--- src/rtl/game_pkg.sv ---
// Shared types and constants for the game controller.
// Latency: n/a (declarations only).
// Backpressure: n/a.
package game_pkg;

  typedef enum logic [1:0] {
    ST_IDLE   = 2'd0,
    ST_RUN    = 2'd1,
    ST_PAUSED = 2'd2,
    ST_OVER   = 2'd3
  } state_t;

  localparam int SCORE_W     = 16;
  localparam int FPP_DEFAULT = 6;
  localparam int FCNT_W      = 6;

endpackage

--- src/rtl/game_ctrl_bcd_counter4.sv ---
// Four-digit BCD counter with synchronous clear and enable; 9999 wraps to 0000.
// Latency: count updates on the rising edge after en_i/clr_i; clear has priority.
// Backpressure: none, en_i is a single-cycle increment request.
module bcd_counter4
  import game_pkg::*;
(
  input  logic               clk,
  input  logic               rst,
  input  logic               clr_i,
  input  logic               en_i,
  output logic [SCORE_W-1:0] cnt_o
);

  logic [SCORE_W-1:0] cnt_q, cnt_d;
  logic               carry;

  // Ripple the increment through the digits, LSD first; a 9 wraps and carries.
  always_comb begin
    cnt_d = cnt_q;
    carry = 1'b1;
    if (clr_i) begin
      cnt_d = '0;
    end else if (en_i) begin
      for (int i = 0; i < 4; i++) begin
        if (carry) begin
          if (cnt_q[4*i +: 4] == 4'd9) begin
            cnt_d[4*i +: 4] = 4'd0;
          end else begin
            cnt_d[4*i +: 4] = cnt_q[4*i +: 4] + 4'd1;
            carry           = 1'b0;
          end
        end
      end
    end
  end

  // Count register.
  always_ff @(posedge clk or posedge rst) begin
    if (rst) cnt_q <= '0;
    else     cnt_q <= cnt_d;
  end

  assign cnt_o = cnt_q;

endmodule

--- src/rtl/game_ctrl.sv ---
// Game state machine, collision latch, frame-based scoring and pixel merge (hiscore via GAME_CTRL_HISCORE_EN).
// Latency: state 1 cycle after a button edge / frame end; status, game_over and px_out 1 further cycle.
// Backpressure: none; buttons are edge-detected levels, fresh is a free-running frame strobe.
module game_ctrl
  import game_pkg::*;
#(
  parameter int FRAMES_PER_POINT = FPP_DEFAULT
)
(
  input  logic               clk,
  input  logic               RESET,
  input  logic               START,
  input  logic               PAUSE,
  input  logic               fresh,
  input  logic               px_dino,
  input  logic               px_cactus,
  output logic               game_status,
  output logic               game_over,
  output logic               px_out,
  output logic [SCORE_W-1:0] score,
  output logic [SCORE_W-1:0] hiscore
);

  localparam logic [FCNT_W-1:0] LAST_FRAME = FCNT_W'(FRAMES_PER_POINT - 1);

  state_t            state_q, state_d;
  logic              start_q, pause_q, arm_q;
  logic              fresh_q, frame_end_q;
  logic              hit_q, hit_d;
  logic [FCNT_W-1:0] fcnt_q, fcnt_d;
  logic              status_q, over_q, px_q, px_d;
  logic              start_edge, pause_edge;
  logic              clr_game, score_tick, point;

  // arm_q is low only in the first cycle after reset, so a button held
  // through reset release never registers as an edge.
  assign start_edge = START & ~start_q & arm_q;
  assign pause_edge = PAUSE & ~pause_q & arm_q;

  // A frame that ends in a collision earns no point and does not advance the counter.
  assign score_tick = (state_q == ST_RUN) && frame_end_q && !hit_q;
  assign point      = score_tick && (fcnt_q == LAST_FRAME);

  // Next state; collision at frame end outranks any simultaneous button edge.
  always_comb begin
    state_d  = state_q;
    clr_game = 1'b0;
    case (state_q)
      ST_IDLE, ST_OVER: begin
        if (start_edge) begin
          state_d  = ST_RUN;
          clr_game = 1'b1;
        end
      end
      ST_RUN: begin
        if (frame_end_q && hit_q) state_d = ST_OVER;
        else if (pause_edge)      state_d = ST_PAUSED;
      end
      ST_PAUSED: begin
        if (start_edge) state_d = ST_RUN;
      end
      default: state_d = ST_IDLE;
    endcase
  end

  // Frame counter, collision latch and merged pixel next values.
  always_comb begin
    fcnt_d = fcnt_q;
    if (clr_game)        fcnt_d = '0;
    else if (point)      fcnt_d = '0;
    else if (score_tick) fcnt_d = fcnt_q + 1'b1;

    hit_d = hit_q | (fresh & px_dino & px_cactus);
    if (state_q != ST_RUN || frame_end_q) hit_d = 1'b0;

    px_d = px_dino | px_cactus;
    if (fresh && over_q && px_dino) px_d = 1'b1;
  end

  // Control and pipeline registers.
  always_ff @(posedge clk or posedge RESET) begin
    if (RESET) begin
      state_q     <= ST_IDLE;
      start_q     <= 1'b0;
      pause_q     <= 1'b0;
      arm_q       <= 1'b0;
      fresh_q     <= 1'b0;
      frame_end_q <= 1'b0;
      hit_q       <= 1'b0;
      fcnt_q      <= '0;
      status_q    <= 1'b0;
      over_q      <= 1'b0;
      px_q        <= 1'b0;
    end else begin
      state_q     <= state_d;
      start_q     <= START;
      pause_q     <= PAUSE;
      arm_q       <= 1'b1;
      fresh_q     <= fresh;
      frame_end_q <= fresh_q & ~fresh;
      hit_q       <= hit_d;
      fcnt_q      <= fcnt_d;
      status_q    <= (state_q == ST_RUN);
      over_q      <= (state_q == ST_OVER);
      px_q        <= px_d;
    end
  end

  bcd_counter4 u_score (
    .clk   (clk),
    .rst   (RESET),
    .clr_i (clr_game),
    .en_i  (point),
    .cnt_o (score)
  );

`ifdef GAME_CTRL_HISCORE_EN
  logic [SCORE_W-1:0] hiscore_q;

  // Valid BCD orders the same as binary, so a plain compare suffices.
  always_ff @(posedge clk or posedge RESET) begin
    if (RESET) begin
      hiscore_q <= '0;
    end else if (state_q == ST_RUN && state_d == ST_OVER && score > hiscore_q) begin
      hiscore_q <= score;
    end
  end

  assign hiscore = hiscore_q;
`else
  assign hiscore = '0;
`endif

  assign game_status = status_q;
  assign game_over   = over_q;
  assign px_out      = px_q;

endmodule

--- config.mk ---
export PLATFORM = sky130hd
export DESIGN_NAME = game_ctrl
export DESIGN_NICKNAME = d
export VERILOG_FILES = /design/src/rtl/game_pkg.sv /design/src/rtl/game_ctrl_bcd_counter4.sv /design/src/rtl/game_ctrl.sv
export SDC_FILE = /design/constraint.sdc
export NUM_CORES = 1
export LEC_CHECK = 0
export CAP_MARGIN = 20
export CORE_MARGIN = 2
export CORE_UTILIZATION = 50
export CTS_CLUSTER_SIZE = 28
export DETAILED_ROUTE_END_ITERATION = 16
export GPL_ROUTABILITY_DRIVEN = 0
export PLACE_DENSITY = 0.9
export SETUP_SLACK_MARGIN = 0.5
export SKIP_LAST_GASP = 1
export SYNTH_ARGS = -nofsm -noshare
export SYNTH_HDL_FRONTEND = slang
export SYNTH_SLANG_ARGS = --single-unit
--- constraint.sdc ---
create_clock -name clk -period 2.4 [get_ports clk]
set_clock_uncertainty 0.2 [all_clocks]
set_input_delay 0.24 -clock clk [delete_from_list [all_inputs] [get_ports clk]]
set_output_delay 0.24 -clock clk [all_outputs]
set_load 0.02 [all_outputs]
# Word-level counts from Yosys, hierarchy flattened
# Cells that the tools add are included.
op_classes:
  add_sub_neg: 5
  eq_ne: 11
  muxes: 31
  bitwise_logic: 12
  n_reduce_logical: 20
ops:
  columns: ["operator", "n"]
  rows:
  - ["$mux 16", 2]
  - ["$mux 4", 7]
  - ["$mux 6", 3]
  - ["$add 4x1->4 const B", 4]
  - ["$eq 4x4->1 const B", 4]
  - ["$mux 1", 15]
  - ["$reduce_and 2->1", 4]
  - ["$reduce_bool 2->1", 4]
  - ["$and 1x1->1", 7]
  - ["$add 6x1->6 const B", 1]
  - ["$eq 6x3->1 const B", 1]
  - ["$logic_and 1x1->1", 6]
  - ["$mux 2", 3]
  - ["$eq 2x2->1 const B", 2]
  - ["$ne 2x1->1 const B", 2]
  - ["$pmux 2 s2", 1]
  - ["$ne 3x3->1 const B", 1]
  - ["$not 1->1", 3]
  - ["$reduce_bool 3->1", 1]
  - ["$reduce_or 3->1", 1]
  - ["$eq 2x1->1 const B", 1]
  - ["$logic_not 2->1", 1]
  - ["$or 1x1->1", 2]
  - ["$reduce_or 2->1", 1]
  - ["2 further kinds", 2]
totals:
  register_bits: 33
  input_bits: 7
  out_inout_bits: 35
  elab_cells: 94

# Depth between registers and ports, before layout
# Gate-level depths: netlist (run 1).
logic_depth:
  depth_word: 15
  ltp_mapped: 7

# By module
# From an unflattened synthesis (run 1), not the netlist that was laid out.
hier_totals:
  cells_unflattened: 189
  hier_area_um2: 1898.1
modules_own_cells:
  columns: ["module", "instances", "cells_per_inst", "area_each_um2", "seq_area_each_um2"]
  rows:
  - ["bcd_counter4", 1, 99, 950.9, 400.4]
  - ["game_ctrl", 1, 90, 947.2, 425.4]

# Worst setup path after synthesis (run 1)
# OpenSTA, ideal clock, no wires.
synth_path:
  path_kind: "register to register"
  startpoint: "register fcnt_q[1]"
  endpoint: "register u_score.cnt_q[8] (netlist: u_score.cnt_o[8])"
  setup_ns: 0.078
  arrival_ns: 1.681
  required_time_ns: 2.122
  setup_slack_ns: 0.441
  stages_incl_launch_ff: 8
  period_less_slack_ns: 1.959
  path_cell_list: "dfrtp_1 -> inv_1 -> ha_1 -> nor4b_4 -> nand4_2 -> buf_2 -> or3_1 -> a21oi_1"
synth_via:
  elab_chain_cells: 4
synth_lines:
  columns: ["item", "line", "source"]
  rows:
  - ["from (decl)", "game_ctrl.sv:30", "logic [FCNT_W-1:0] fcnt_q, fcnt_d;"]
  - ["from (signal assigned)", "game_ctrl.sv:102", "fcnt_q <= fcnt_d;"]
  - ["$eq 6x3->1", "game_ctrl.sv:42", "assign point = score_tick && (fcnt_q == LAST_FRAME);"]
  - ["$logic_and 1x1->1", "game_ctrl.sv:42", null]
  - ["$reduce_bool 2->1 (no source line)", null, null]
  - ["$reduce_and 2->1 (no source line)", null, null]
  - ["to (signal assigned)", "game_ctrl_bcd_counter4.sv:40", "else cnt_q <= cnt_d;"]
  - ["to (decl)", "game_ctrl_bcd_counter4.sv:14", "logic [SCORE_W-1:0] cnt_q, cnt_d;"]
# No other way between the ends.
# A chain may end at the register's enable or synchronous reset.

# Final worst setup path (run 1)
layout_path:
  startpoint: "register fcnt_q[1]"
  endpoint: "register u_score.cnt_q[13] (netlist: u_score.cnt_o[13])"
# Same word-level chain as after synthesis.

==> flow_metrics.env, run 1 <==
export IMPL_crit_type="flip-flop to flip-flop"
export IMPL_synthCells=188
export IMPL_die_area_um2=4220
export IMPL_synth_top_cell_area_share_pct=44.44
export IMPL_cts_sinks=33
export IMPL_hold_viol_final=0
export IMPL_tns_ns=0
export IMPL_cts_buffers=5
export IMPL_rows=22
export IMPL_yosys_warnings=0
export IMPL_ir_drop_mv=0.5725
export IMPL_grt_max_degree=34
export IMPL_finalCritPeriodShare_pct=84.86
export IMPL_synthFlopType="dfrtp_1"
export IMPL_p_leak_uw=0.001082
export IMPL_grt_pass1_wl_mm=6.775
export IMPL_vias=1550
export IMPL_synth_edf_count=0
export IMPL_min_path_type="primary input to async pin"
export IMPL_placed_cells=259
export IMPL_dr_pass1_iters=4
export IMPL_crit_arrival_ns=2.05
export IMPL_clk_latency_ns=0.29
export IMPL_die_x_um=64.96
export IMPL_fin_area_um2=2441
export IMPL_cts_root_buf="clkbuf_8"
export IMPL_async_reset_ff_share_pct=100.0
export IMPL_worstRegToRegCells=7
export IMPL_final_cell_mix="32 x dfrtp_1, 25 x clkdlybuf4s50_1, 17 x conb_1, 17 x buf_4"
export IMPL_clkTransAtPathRegs_ns=0.08
export IMPL_drive_above_1_share_pct=25.21
export IMPL_via_per_inst=5.496
export IMPL_crit_path_end_kind="flip-flop"
export IMPL_outcome="finished, final reports clean"
export IMPL_cp_data_required_time_ns=2.42
export IMPL_antenna_found_initial=0
export IMPL_power_density_nw_per_um2=994.1
export IMPL_start_kind="flip-flop"
export IMPL_h_tree_depth=2
export IMPL_syn_area_um2=1858
export IMPL_final_common_cell="dfrtp_1"
export IMPL_start_util_pct=51.53
export IMPL_die_h_um=64.96
export IMPL_finalCriticalPeriod_ns=2.037
export IMPL_drt_wl_total_mm=4.207
export IMPL_drcViolationCount=0
export IMPL_slew_violations=0
export IMPL_cts_tree="done"
export IMPL_yosysSeqAreaShare_pct=44.44
export IMPL_post_dp_cell_area_um2=2112
export IMPL_ys_ff_latch=33
export IMPL_first_global_vias=1501
export IMPL_fmax_mhz=491.0
export IMPL_core_area_um2=3606
export IMPL_io_pins=42
export IMPL_ys_top_cells_by_area="dfrtp_1 44%, ha_1 8.8%, buf_4 6.5%"
export IMPL_drv_cap=0
export IMPL_syn_avg_cell_area_um2=9.883
export IMPL_postRouteAntennaNets=0
export IMPL_grt_usage_pct=20.90
export IMPL_setup_viol_count_final=0
export IMPL_ys_types=39
export IMPL_io_buffers=25
export IMPL_rsz0062_at_grt="true"
export IMPL_insertedDiodeCount=0
export IMPL_syn_to_final_growth_pct=31.38
export IMPL_yosys_area_top_type="dfrtp_1"
export IMPL_dp_hpwl_mm=2.438
export IMPL_grt_overflow_total=0
export IMPL_clock_tree_buffer_depth=2
export IMPL_fin_nets=253
export IMPL_crit_fanout=6
export IMPL_drtIter0Drc=105
export IMPL_routedWlPerCell_um=14.92
export IMPL_final_cells=282
export IMPL_total_power_uw=2427
==> worst max-delay path, cell delays in order, from the launching register on <==
cell     delay, ns
dfrtp_1       0.38
inv_1         0.05
ha_1          0.15
nor4b_4       0.23
buf_4         0.17
nand4_4       0.13
or4_4         0.51
a21oi_2       0.14
==> worst paths after layout <==
path	from	end	slack, ns
worst max-delay path	fcnt_q[1]$_DFFE_PP0P_	u_score.cnt_o[13]$_DFFE_PP0P_	0.36
worst min-delay path	RESET	u_score.cnt_o[2]$_DFFE_PP0P_	0.14
worst max register to register	fcnt_q[1]$_DFFE_PP0P_	u_score.cnt_o[13]$_DFFE_PP0P_	0.36
worst min register to register	fresh_q$_DFF_PP0_	frame_end_q$_DFF_PP0_	0.27
max in group asynchronous	RESET	u_score.cnt_o[0]$_DFFE_PP0P_	1.55
min in group clk	START	start_q$_DFF_PP0_	0.22
==> stage by stage <==
stage | hold slack (ns) | utilization [%] | setup slack [ns]
finish | 0.1355 | 67.70 | 0.3634
CTS | 0.1493 | 65.68 | 0.4620
detailed placement | 0.2501 | 58.57 | 0.2131
floorplan | 0.07143 | - | 0.4623
global route | 0.2089 | 67.70 | 0.2679
global placement | 0.2521 | 58.57 | 0.2823
==> cell families (layout without fill, tap and decap cells) <==
kind of cell	Yosys count	in the layout	synth area share, %
AO/OA/AOI/OAI	39	39	13.13
flip-flops	33	33	44.44
XOR/XNOR	1	1	0.4715
AND/OR/NAND/NOR	67	67	22.16
multiplexers	2	2	1.077
other	2	17	0.4042
adder cells (fa/ha/maj)	13	13	8.754
buffers and inverters	31	62	9.562
==> Yosys cell counts (all sizes together), types with 2 or more instances <==
library cell	count
or3	6
a21oi	17
a211oi	2
nor2b	3
mux2i	2
ha	13
nand4	3
o211ai	3
o21ai	7
dfrtp	33
buf	17
or4	4
and3b	6
nand3b	3
clkbuf	3
nor3b	3
nand3	8
inv	11
nand2	13
o31ai	4
conb	2
nor2	11
==> metal layers <==
| layer | share of wire, % | wire length (µm) | GRT usage, % |
|---|---|---|---|
| met4 | 1.6 | 66 | 7.713 |
| met5 | 0 | 0 | 0 |
| met2 | 52 | 2204 | 35.95 |
| met3 | 3.8 | 160 | 5.208 |
| met1 | 42 | 1776 | 25.20 |
==> report_power, final <==
part | total, µW | internal, µW | switching (µW)
registers | 901 | 710 | 191
logic | 991 | 492 | 499
clock network | 535 | 311 | 224
==> state kept, by name, summed over array words and instances (netlist names) <==
name           cells
arm_q              1
fcnt_q             6
frame_end_q        1
fresh_q            1
game_over          1
game_status        1
hit_q              1
pause_q            1
px_out             1
start_q            1
state_q            2
u_score.cnt_o     16
==> cell type report <==
cell class                      instances  area (µm²)
Inverter                               11       41.29
Multi-Input combinational cell        139        1008
Tap cell                               48       60.06
Clock buffer                            5       68.82
Sequential cell                        33       827.0
Fill cell                             258        1165
Timing Repair Buffer                   43       389.1
Clock inverter                          3       46.29
==> what timing repair did <==
item,in CTS,in global routing
cloned,0,0
setup buffers,13,2
endpoints found under the setup margin,17,15
hold buffers,0,0
gates resized for setup,12,18
pin swaps,5,3
(Power assumes the default switching activity.)
==> run 2: changes to the inputs <==
--- a/config.mk
+++ b/config.mk
@@ -7,11 +7,11 @@
 export LEC_CHECK = 0
 export CAP_MARGIN = 20
 export CORE_MARGIN = 2
-export CORE_UTILIZATION = 50
+export CORE_UTILIZATION = 45
 export CTS_CLUSTER_SIZE = 28
 export DETAILED_ROUTE_END_ITERATION = 16
 export GPL_ROUTABILITY_DRIVEN = 0
-export PLACE_DENSITY = 0.9
+export PLACE_DENSITY = 0.86
 export SETUP_SLACK_MARGIN = 0.5
 export SKIP_LAST_GASP = 1
 export SYNTH_ARGS = -nofsm -noshare
==> constraint.sdc (replaced) <==
create_clock -name clk -period 1.7 [get_ports clk]
set_clock_uncertainty 0.2 [all_clocks]
set_input_delay 0.17 -clock clk [delete_from_list [all_inputs] [get_ports clk]]
set_output_delay 0.17 -clock clk [all_outputs]
set_load 0.02 [all_outputs]
==> flow_metrics.env, run 2 (synthesis results as in run 1) <==
export IMPL_hold_ws_ns=0.03705
export IMPL_die_area_um2=4659
export IMPL_setup_viol_count_final=22
export IMPL_clock_tree_buffer_depth=2
export IMPL_worstSetupPathDepth=7
export IMPL_min_path_type="primary input to async pin"
export IMPL_post_dp_cell_area_um2=2425
export IMPL_fmax_mhz=469.8
export IMPL_outcome="finished with violations"
export IMPL_crit_chain="inv_1, ha_2, nor4b_4, nand4_4, buf_4, or4_4, a21oi_1"
export IMPL_crit_type="flip-flop to flip-flop"
export IMPL_dp_hpwl_mm=2.992
export IMPL_ir_drop_mv=0.5841
export IMPL_cts_sinks=33
export IMPL_drtIter0Drc=121
export IMPL_largest_reg_flops=16
export IMPL_finalCritPeriodShare_pct=125.2
export IMPL_fin_nets=297
export IMPL_worstRegToRegCells=7
export IMPL_utilization_pct=73.94
export IMPL_start_util_pct=46.45
export IMPL_cp_data_required_time_ns=1.70
export IMPL_hold_viol_final=0
export IMPL_drt_wl_total_mm=5.657
export IMPL_drv_cap=0
export IMPL_fin_area_um2=2958
export IMPL_crit_buf_inv=2
export IMPL_power_density_nw_per_um2=1344
export IMPL_cts_tree="done"
export IMPL_crit_fanout=5
export IMPL_postRouteAntennaNets=0
export IMPL_die_x_um=68.26
export IMPL_grt_usage_pct=24.47
export IMPL_antenna_found_initial=0
export IMPL_io_buffers=25
export IMPL_clkTransAtPathRegs_ns=0.07
export IMPL_insertedDiodeCount=0
export IMPL_first_global_vias=1675
export IMPL_via_per_inst=5.437
export IMPL_grt_overflow_total=0
export IMPL_final_common_cell="buf_6"
export IMPL_tns_ns=-6.716
export IMPL_slew_violations=0
export IMPL_die_h_um=68.26
export IMPL_grt_pass1_wl_mm=8.280
export IMPL_finalCriticalPeriod_ns=2.128
export IMPL_vias=1778
export IMPL_final_cell_mix="42 x buf_6, 34 x buf_4, 32 x dfrtp_1"
export IMPL_h_tree_depth=2
export IMPL_failed_checks="setup timing"
export IMPL_drcViolationCount=0
export IMPL_crit_arrival_ns=2.13
export IMPL_routedWlPerCell_um=17.30
export IMPL_cp_slowest_stage_delay_ns=0.41
export IMPL_pre_cts_ws_ns=-0.2813
export IMPL_start_kind="flip-flop"
export IMPL_dr_pass1_iters=4
export IMPL_critical_path_top_delay_family="simple AND/OR/NAND/NOR gates"
export IMPL_finalWorstSetupSlack_ns=-0.4284
export IMPL_cts_buffers=5
export IMPL_rsz0062_at_grt="true"
export IMPL_p_leak_uw=0.001377
export IMPL_clk_latency_ns=0.28
export IMPL_syn_to_final_growth_pct=59.19
export IMPL_cts_root_buf="clkbuf_8"
export IMPL_grt_max_degree=34
export IMPL_core_area_um2=4000
export IMPL_drive_above_1_share_pct=47.29
export IMPL_cpMaxStageDelayCell="or4_4"
export IMPL_rows=23
export IMPL_io_pins=42
export IMPL_crit_path_end_kind="flip-flop"
==> run 2: cell count changes in the layout (fill, tap and decap cells not counted), sizes merged <==
cell / delta
buf: +63
bufinv: -1
clkdlybuf4s50: -19
clkbuf: +1
clkinvlp: -1
==> run 2: area by class of cell <==
class | count | area [µm²]
Tap cell | 50 | 62.56
Sequential cell | 33 | 827.0
Fill cell | 239 | 1042
Inverter | 11 | 41.29
Timing Repair Buffer | 87 | 828.3
Multi-Input combinational cell | 139 | 1121
Clock buffer | 6 | 72.57
Clock inverter | 1 | 5.005
==> run 2: routing by layer <==
layer  vias to the layer above  global-route usage, %  routed length (µm)
li1                        812                      -                   -
met1                       879                  31.11                2285
met2                        70                  41.87                2909
met3                        17                  5.099                 231
met4                         0                  7.000                 231
met5                         -                      0                   0
==> run 2: path summary, 6_finish.rpt <==
path	from	to	slack (ns)
worst max-delay path	fcnt_q[1]$_DFFE_PP0P_	u_score.cnt_o[12]$_DFFE_PP0P_	-0.43
worst min-delay path	RESET	fcnt_q[5]$_DFFE_PP0P_	0.04
worst max register to register	fcnt_q[1]$_DFFE_PP0P_	u_score.cnt_o[12]$_DFFE_PP0P_	-0.43
worst min register to register	fresh_q$_DFF_PP0_	frame_end_q$_DFF_PP0_	0.28
max in group asynchronous	RESET	u_score.cnt_o[0]$_DFFE_PP0P_	1.07
min in group clk	START	start_q$_DFF_PP0_	0.16
==> run 2: repair_timing <==
item | 4_1_cts | 5_1_grt
gates resized for setup | 143 | 34
cloned | 0 | 0
setup endpoints to repair | 43 | 41
pin swaps | 23 | 15
hold buffers | 0 | 0
setup buffers | 15 | 7
==> run 2: worst reg2reg max path: cells and delay by family, from the launching register on <==
| family | cells | cell delay [ns] |
|---|---|---|
| AOI/OAI and AO/OA | 1 | 0.16 |
| adders and majority gates | 1 | 0.17 |
| buffers and inverters | 2 | 0.25 |
| DFF | 1 | 0.37 |
| and+or+nand+nor | 3 | 0.89 |
==> run 2: metrics by stage <==
step | total power [µW] | instances
after floorplan | 1975 | 203
after global placement | 2687 | 298
after detailed placement | 2746 | 298
after CTS | 3608 | 320
after global routing | 4214 | 327
final | 3975 | 327
==> run 2: power breakdown <==
group / switching (µW) / internal (µW)
registers: 162 / 1000
logic: 1120 / 1140
clock network: 270 / 278
==> patch 1 (settings of run 2) <==
Re-encode `state_t` (4 states) as one-hot, 4 bits wide.
--- a/src/rtl/game_pkg.sv
+++ b/src/rtl/game_pkg.sv
@@ -4,9 +4,9 @@
 package game_pkg;
 
-  typedef enum logic [1:0] {
-    ST_IDLE   = 2'd0,
-    ST_RUN    = 2'd1,
-    ST_PAUSED = 2'd2,
-    ST_OVER   = 2'd3
+  typedef enum logic [3:0] {
+    ST_IDLE   = 4'b0001,
+    ST_RUN    = 4'b0010,
+    ST_PAUSED = 4'b0100,
+    ST_OVER   = 4'b1000
   } state_t;
 
Formal check against the unedited RTL: same outputs for any inputs over 10 cycles, from zero or initial values and one cycle with RESET high; not proved beyond that.
==> patch 1 against run 2 <==
The run ends with hold timing, setup timing left. Sequential cell count increased by 2. Synthesized area up 9.9%. Cell count up 9.5%. Worst setup slack better by 85 ps. Count of clock-buffer cells in the layout increased by 1. Wire length increased by 21%. Cell area grew 10%. Die area up 9.3%.
Power is not compared: it rests on default switching activity, and its combinational part moved more than twofold at a synthesized area within 25%.
==> patch 1: results (changes against run 2) <==
Placed design
  – DP Wirelength: 3250 um (was 2990 um)
  – Dpl cells: 325 (was 298)
  – IO Port Bufs: 25 (unchanged)

Synth
  – Cell variety after synth: 45 (was 39)
  – Synth Instances: 213 (was 188)
  – Synth area leaders: dfrtp_1 (42%), buf_4 (6.3%), ha_1 (6.1%) (was dfrtp_1 (44%), ha_1 (8.8%), buf_4 (6.5%))
  – Synth Area in Adders: 0.0613 (was 0.0875)
  – Fraction of registers with async set/reset: 1.00 (unchanged)
  – YS warnings: 0 (unchanged)
  – Post-synthesis mux area share: 0.0153 (was 0.0108)
  – Compound-cell area share of the yosys netlist: 0.122 (was 0.131)
  – Register area share after synthesis: 0.430 (was 0.444)
  – Synth Area in XOR/XNOR: 0.0214 (was 0.00471)
  – Post-synth top cells: dfrtp_1 (34), a21oi_1 (17), buf_4 (17) (was dfrtp_1 (33), a21oi_1 (17), buf_4 (16))

Status
  – Failing checks: hold timing, setup timing (was setup timing)
  – Status: finished with violations (unchanged)

Clock tree
  – CTS clk-pin slew, worst paths: 90 ps (was 70 ps)
  – Root Driver: clkbuf_8 (unchanged)
  – Worst skew pair latency: 310 ps (was 280 ps)
  – CTS H-tree lvls: 2 (unchanged)

Drt
  – Vias: 2,144 (was 1,778)
  – Pre-antenna DRT Iters: 5 (was 4)
  – Met2 Routed Length: 3360 um (was 2910 um)
  – Metal1 wirelength: 2620 um (was 2290 um)
  – Avg WL per Cell: 19.1 um (was 17.3 um)
  – Starting DRT DRC Count: 273 (was 121)
  – Met3 routed wirelength: 512 um (was 231 um)
  – DR vias/cell: 5.99 (was 5.44)
  – Max Used Layer: met4 (unchanged)

Timing
  – Final hold violations: 7 (was 0)
  – Worst hold margin: -75.0 ps (was 37.1 ps)
  – Final worst slack: -343 ps (was -428 ps)
  – Final number of setup-violating endpoints: 25 (was 22)

Global route
  – First-pass GRT wire length: 9120 um (was 8280 um)
  – Number of global-route vias before repair: 1,950 (was 1,675)
  – Largest net degree at the start of global routing: 29 (was 34)
  – Total global-route track usage: 0.233 (was 0.245)

Die
  – Full die area: 0.00509 sq mm (was 0.00466 sq mm)

Critical path
  – Arrival @ worst endpoint: 2090 ps (was 2130 ps)
  – Crit path max fanout: 6 (was 5)

Final layout
  – Share of layout cells above drive strength 1: 0.487 (was 0.473)
  – # nets final: 322 (was 297)
  – FILL cells: 257 (was 239)

Hold path
  – Worst Hold Class: in -> async (unchanged)
patch 1: changes by cell type in the layout (fill, tap and decap cells not counted), sizes merged, moves of 3 or more:
cell	before	now
nor3	0	6
ha	13	10
inv	11	14
nand4	3	7
and2	1	5
or4	4	9
buf	81	86
o21ai	7	12
patch 1: kinds of logic (layout without fill, tap and decap cells):
logic type                 after synthesis  after routing
other                                    2             17
DFF                                     35             35
and+or+nand+nor                         77             80
adders and majority gates               10             10
buffers and inverters                   39            114
AOI/OAI and AO/OA                       42             42
xor gates and xnor gates                 5              5
muxes                                    3              3
patch 1: critical path: stages, from the launching register on:
cell	delay [ps]
dfrtp_1	420
nor4b_4	290
buf_6	180
nand4_4	170
buf_6	170
or4_4	410
a21oi_2	140
patch 1: metal layers:
metal | vias up | global-route usage
li1 | 919 | -
met1 | 1033 | 0.270
met2 | 155 | 0.385
met3 | 37 | 0.0647
met4 | 0 | 0.136
met5 | - | 0
patch 1: through the flow:
step	utilization	total power, mW	area [sq um]	TNS [ps]	worst slack (ps)
finish	0.749	1.80	3260	-5370	-343
global route	0.749	1.86	3260	-6370	-355
floorplan	-	1.01	2150	-2450	-260
detailed placement	0.600	1.05	2610	-6330	-472
CTS	0.678	1.76	2950	-3880	-284
global placement	0.600	1.05	2610	-5070	-372
patch 1: power breakdown:
| group | leakage (nW) | internal [mW] | switching (mW) |
|---|---|---|---|
| clock | 0.0505 | 0.369 | 0.340 |
| combinational | 0.964 | 0.0956 | 0.134 |
| sequential | 0.466 | 0.851 | 0.0130 |
patch 1: what timing repair did:
action,in CTS,in global routing
buffers inserted,13,9
cloned,2,1
pin swaps,10,17
gates resized for setup,133,57
setup endpoints to repair,48,48
endpoints found under the hold margin,7,7
patch 1: area by class of cell:
class / count / area share
Timing Repair Buffer: 92 / 0.268
Tap cell: 52 / 0.0200
Clock buffer: 7 / 0.0295
Multi-Input combinational cell: 157 / 0.394
Sequential cell: 35 / 0.270
Clock inverter: 1 / 0.00230
Inverter: 14 / 0.0161
patch 1: worst paths after layout:
kind	startpoint	endpoint	slack, ps	cells after the start
setup / recovery	state_q[3]	u_score.cnt_o[2]	-340	6
hold / removal	RESET	fresh_q	-80	2
setup reg to reg	state_q[3]	u_score.cnt_o[2]	-340	6
hold reg to reg	fresh_q	frame_end_q	290	1
max in group asynchronous	RESET	state_q[0]	830	3
min in group clk	PAUSE	pause_q	160	1
==> patch 2 (settings of run 2) <==
Made on the original files. Change the package constant `FCNT_W` from 6 to 3.
--- a/src/rtl/game_pkg.sv
+++ b/src/rtl/game_pkg.sv
@@ -13,5 +13,5 @@
   localparam int SCORE_W     = 16;
   localparam int FPP_DEFAULT = 6;
-  localparam int FCNT_W      = 6;
+  localparam int FCNT_W      = 3;
 
 endpackage
Behaviour: same outputs for any inputs over 10 cycles, from zero or initial values and one cycle with RESET high; that may be too few to reach the edited logic, so the function may still have changed.
==> patch 2 against run 2 <==
Cell area down 10%. Total power is 4.8% lower. Sequential share of layout area increased by 0.60 points. Global-route usage shrank 2.8 points. The run still ends with setup timing left. Sequential cell count down 3. Largest cell class unchanged. Worst setup slack improved by 190 ps. Wire length decreased by 18%. Critical endpoint is now u_score.cnt_o[2]. Synthesized area fell by 9.6%. First-iteration DRC count fell by 56%. Worst hold slack improved by 12 ps. Largest power group unchanged.
==> patch 2: results (changes against run 2) <==
Critical path
  – Arrival @ worst endpoint: 1950 ps (was 2130 ps)
  – Crit path max fanout: 3 (was 5)
  – Slowest cell on crit path: dfrtp_1 (was or4_4)
  – Critical Path Max Stage Delay: 380 ps (was 410 ps)

Timing
  – Period minus WS final: 1940 ps (was 2130 ps)
  – Final number of setup-violating endpoints: 18 (was 22)
  – Final worst slack: -238 ps (was -428 ps)
  – Worst hold margin: 48.7 ps (was 37.1 ps)

Synth
  – Post-synth top cells: dfrtp_1 (30), a21oi_1 (18), buf_4 (16) (was dfrtp_1 (33), a21oi_1 (17), buf_4 (16))
  – Average cell area after synthesis: 9.77 sq um (was 9.88 sq um)
  – Synth area leaders: dfrtp_1 (45%), ha_1 (9.7%), buf_4 (7.1%) (was dfrtp_1 (44%), ha_1 (8.8%), buf_4 (6.5%))

Status
  – Status: finished with violations (unchanged)
  – Failing checks: setup timing (unchanged)

Global route
  – Largest net degree at the start of global routing: 31 (was 34)
  – Total global-route track usage: 0.217 (was 0.245)
  – First-pass GRT wire length: 6900 um (was 8280 um)

Final layout
  – Share of layout cells above drive strength 1: 0.502 (was 0.473)

Clock tree
  – Post-CTS Setup Inserts: 10 (was 15)
  – # resized after CTS: 134 (was 143)
  – CTS H-tree lvls: 2 (unchanged)

Placed design
  – DP Wirelength: 2520 um (was 2990 um)
  – Cell Area, Placed: 0.00219 sq mm (was 0.00242 sq mm)
  – Dpl cells: 270 (was 298)
  – Pre-CTS WS: -205 ps (was -281 ps)

Power
  – Leakage power: 1.22 nW (was 1.38 nW)
  – Max IR drop VDD: 0.949 mV (was 0.584 mV)

Drt
  – Starting DRT DRC Count: 53 (was 121)
  – Final wirelength: 4630 um (was 5660 um)
  – Vias: 1,529 (was 1,778)
patch 2: cell types whose count changed in the layout (fill, tap and decap cells not counted), sizes merged, moves of 3 or more:
cell and delta:
dfrtp -3, o31ai -3, o21ai +3, buf -17
or3 +3
patch 2: per-stage QoR:
stage,power (mW),util,setup TNS [ps]
floorplan,1.87,-,-931
global placement,2.50,0.603,-636
detailed placement,2.57,0.603,-1370
CTS,3.51,0.684,-1400
global route,4.00,0.731,-2910
finish,3.78,0.731,-1810
patch 2: kinds of logic (layout without fill, tap and decap cells):
kind of cell | Yosys count | count (layout) | synth area share
simple gates | 65 | 65 | 0.241
compound gates | 33 | 33 | 0.107
flops | 30 | 30 | 0.447
buf+inv | 28 | 88 | 0.0983
fa+ha+maj | 13 | 13 | 0.0968
other cells | 2 | 17 | 0.00447
mux | 1 | 1 | 0.00596
patch 2: final cells by class:
cell class	count	area share
clock buffer	8	0.0415
inverter	10	0.0141
multi-input combinational	129	0.386
sequential	30	0.286
tap	48	0.0226
timing repair buffer	70	0.250
patch 2: where the power goes:
part	switching [mW]	internal [mW]	total, mW
logic	0.969	1.03	2.00
registers	0.177	0.930	1.11
clock network	0.271	0.408	0.679
patch 2: path summary, 6_finish.rpt:
path / from / endpoint / cells past startpoint
max in group asynchronous: RESET / u_score.cnt_o[5] / 3
worst max register to register: fcnt_q[1] / u_score.cnt_o[2] / 8
worst min register to register: fresh_q / frame_end_q / 1
worst max-delay path: fcnt_q[1] / u_score.cnt_o[2] / 8
worst min-delay path: RESET / frame_end_q / 3
min in group clk: START / start_q / 1
patch 2: metal layers:
layer / global-route usage / up-vias / share of wire
met2: 0.369 / 45 / 0.54
met4: 0.112 / 0 / 0.032
met1: 0.262 / 755 / 0.39
li1: - / 714 / -
met3: 0.0411 / 15 / 0.037
met5: 0 / - / 0
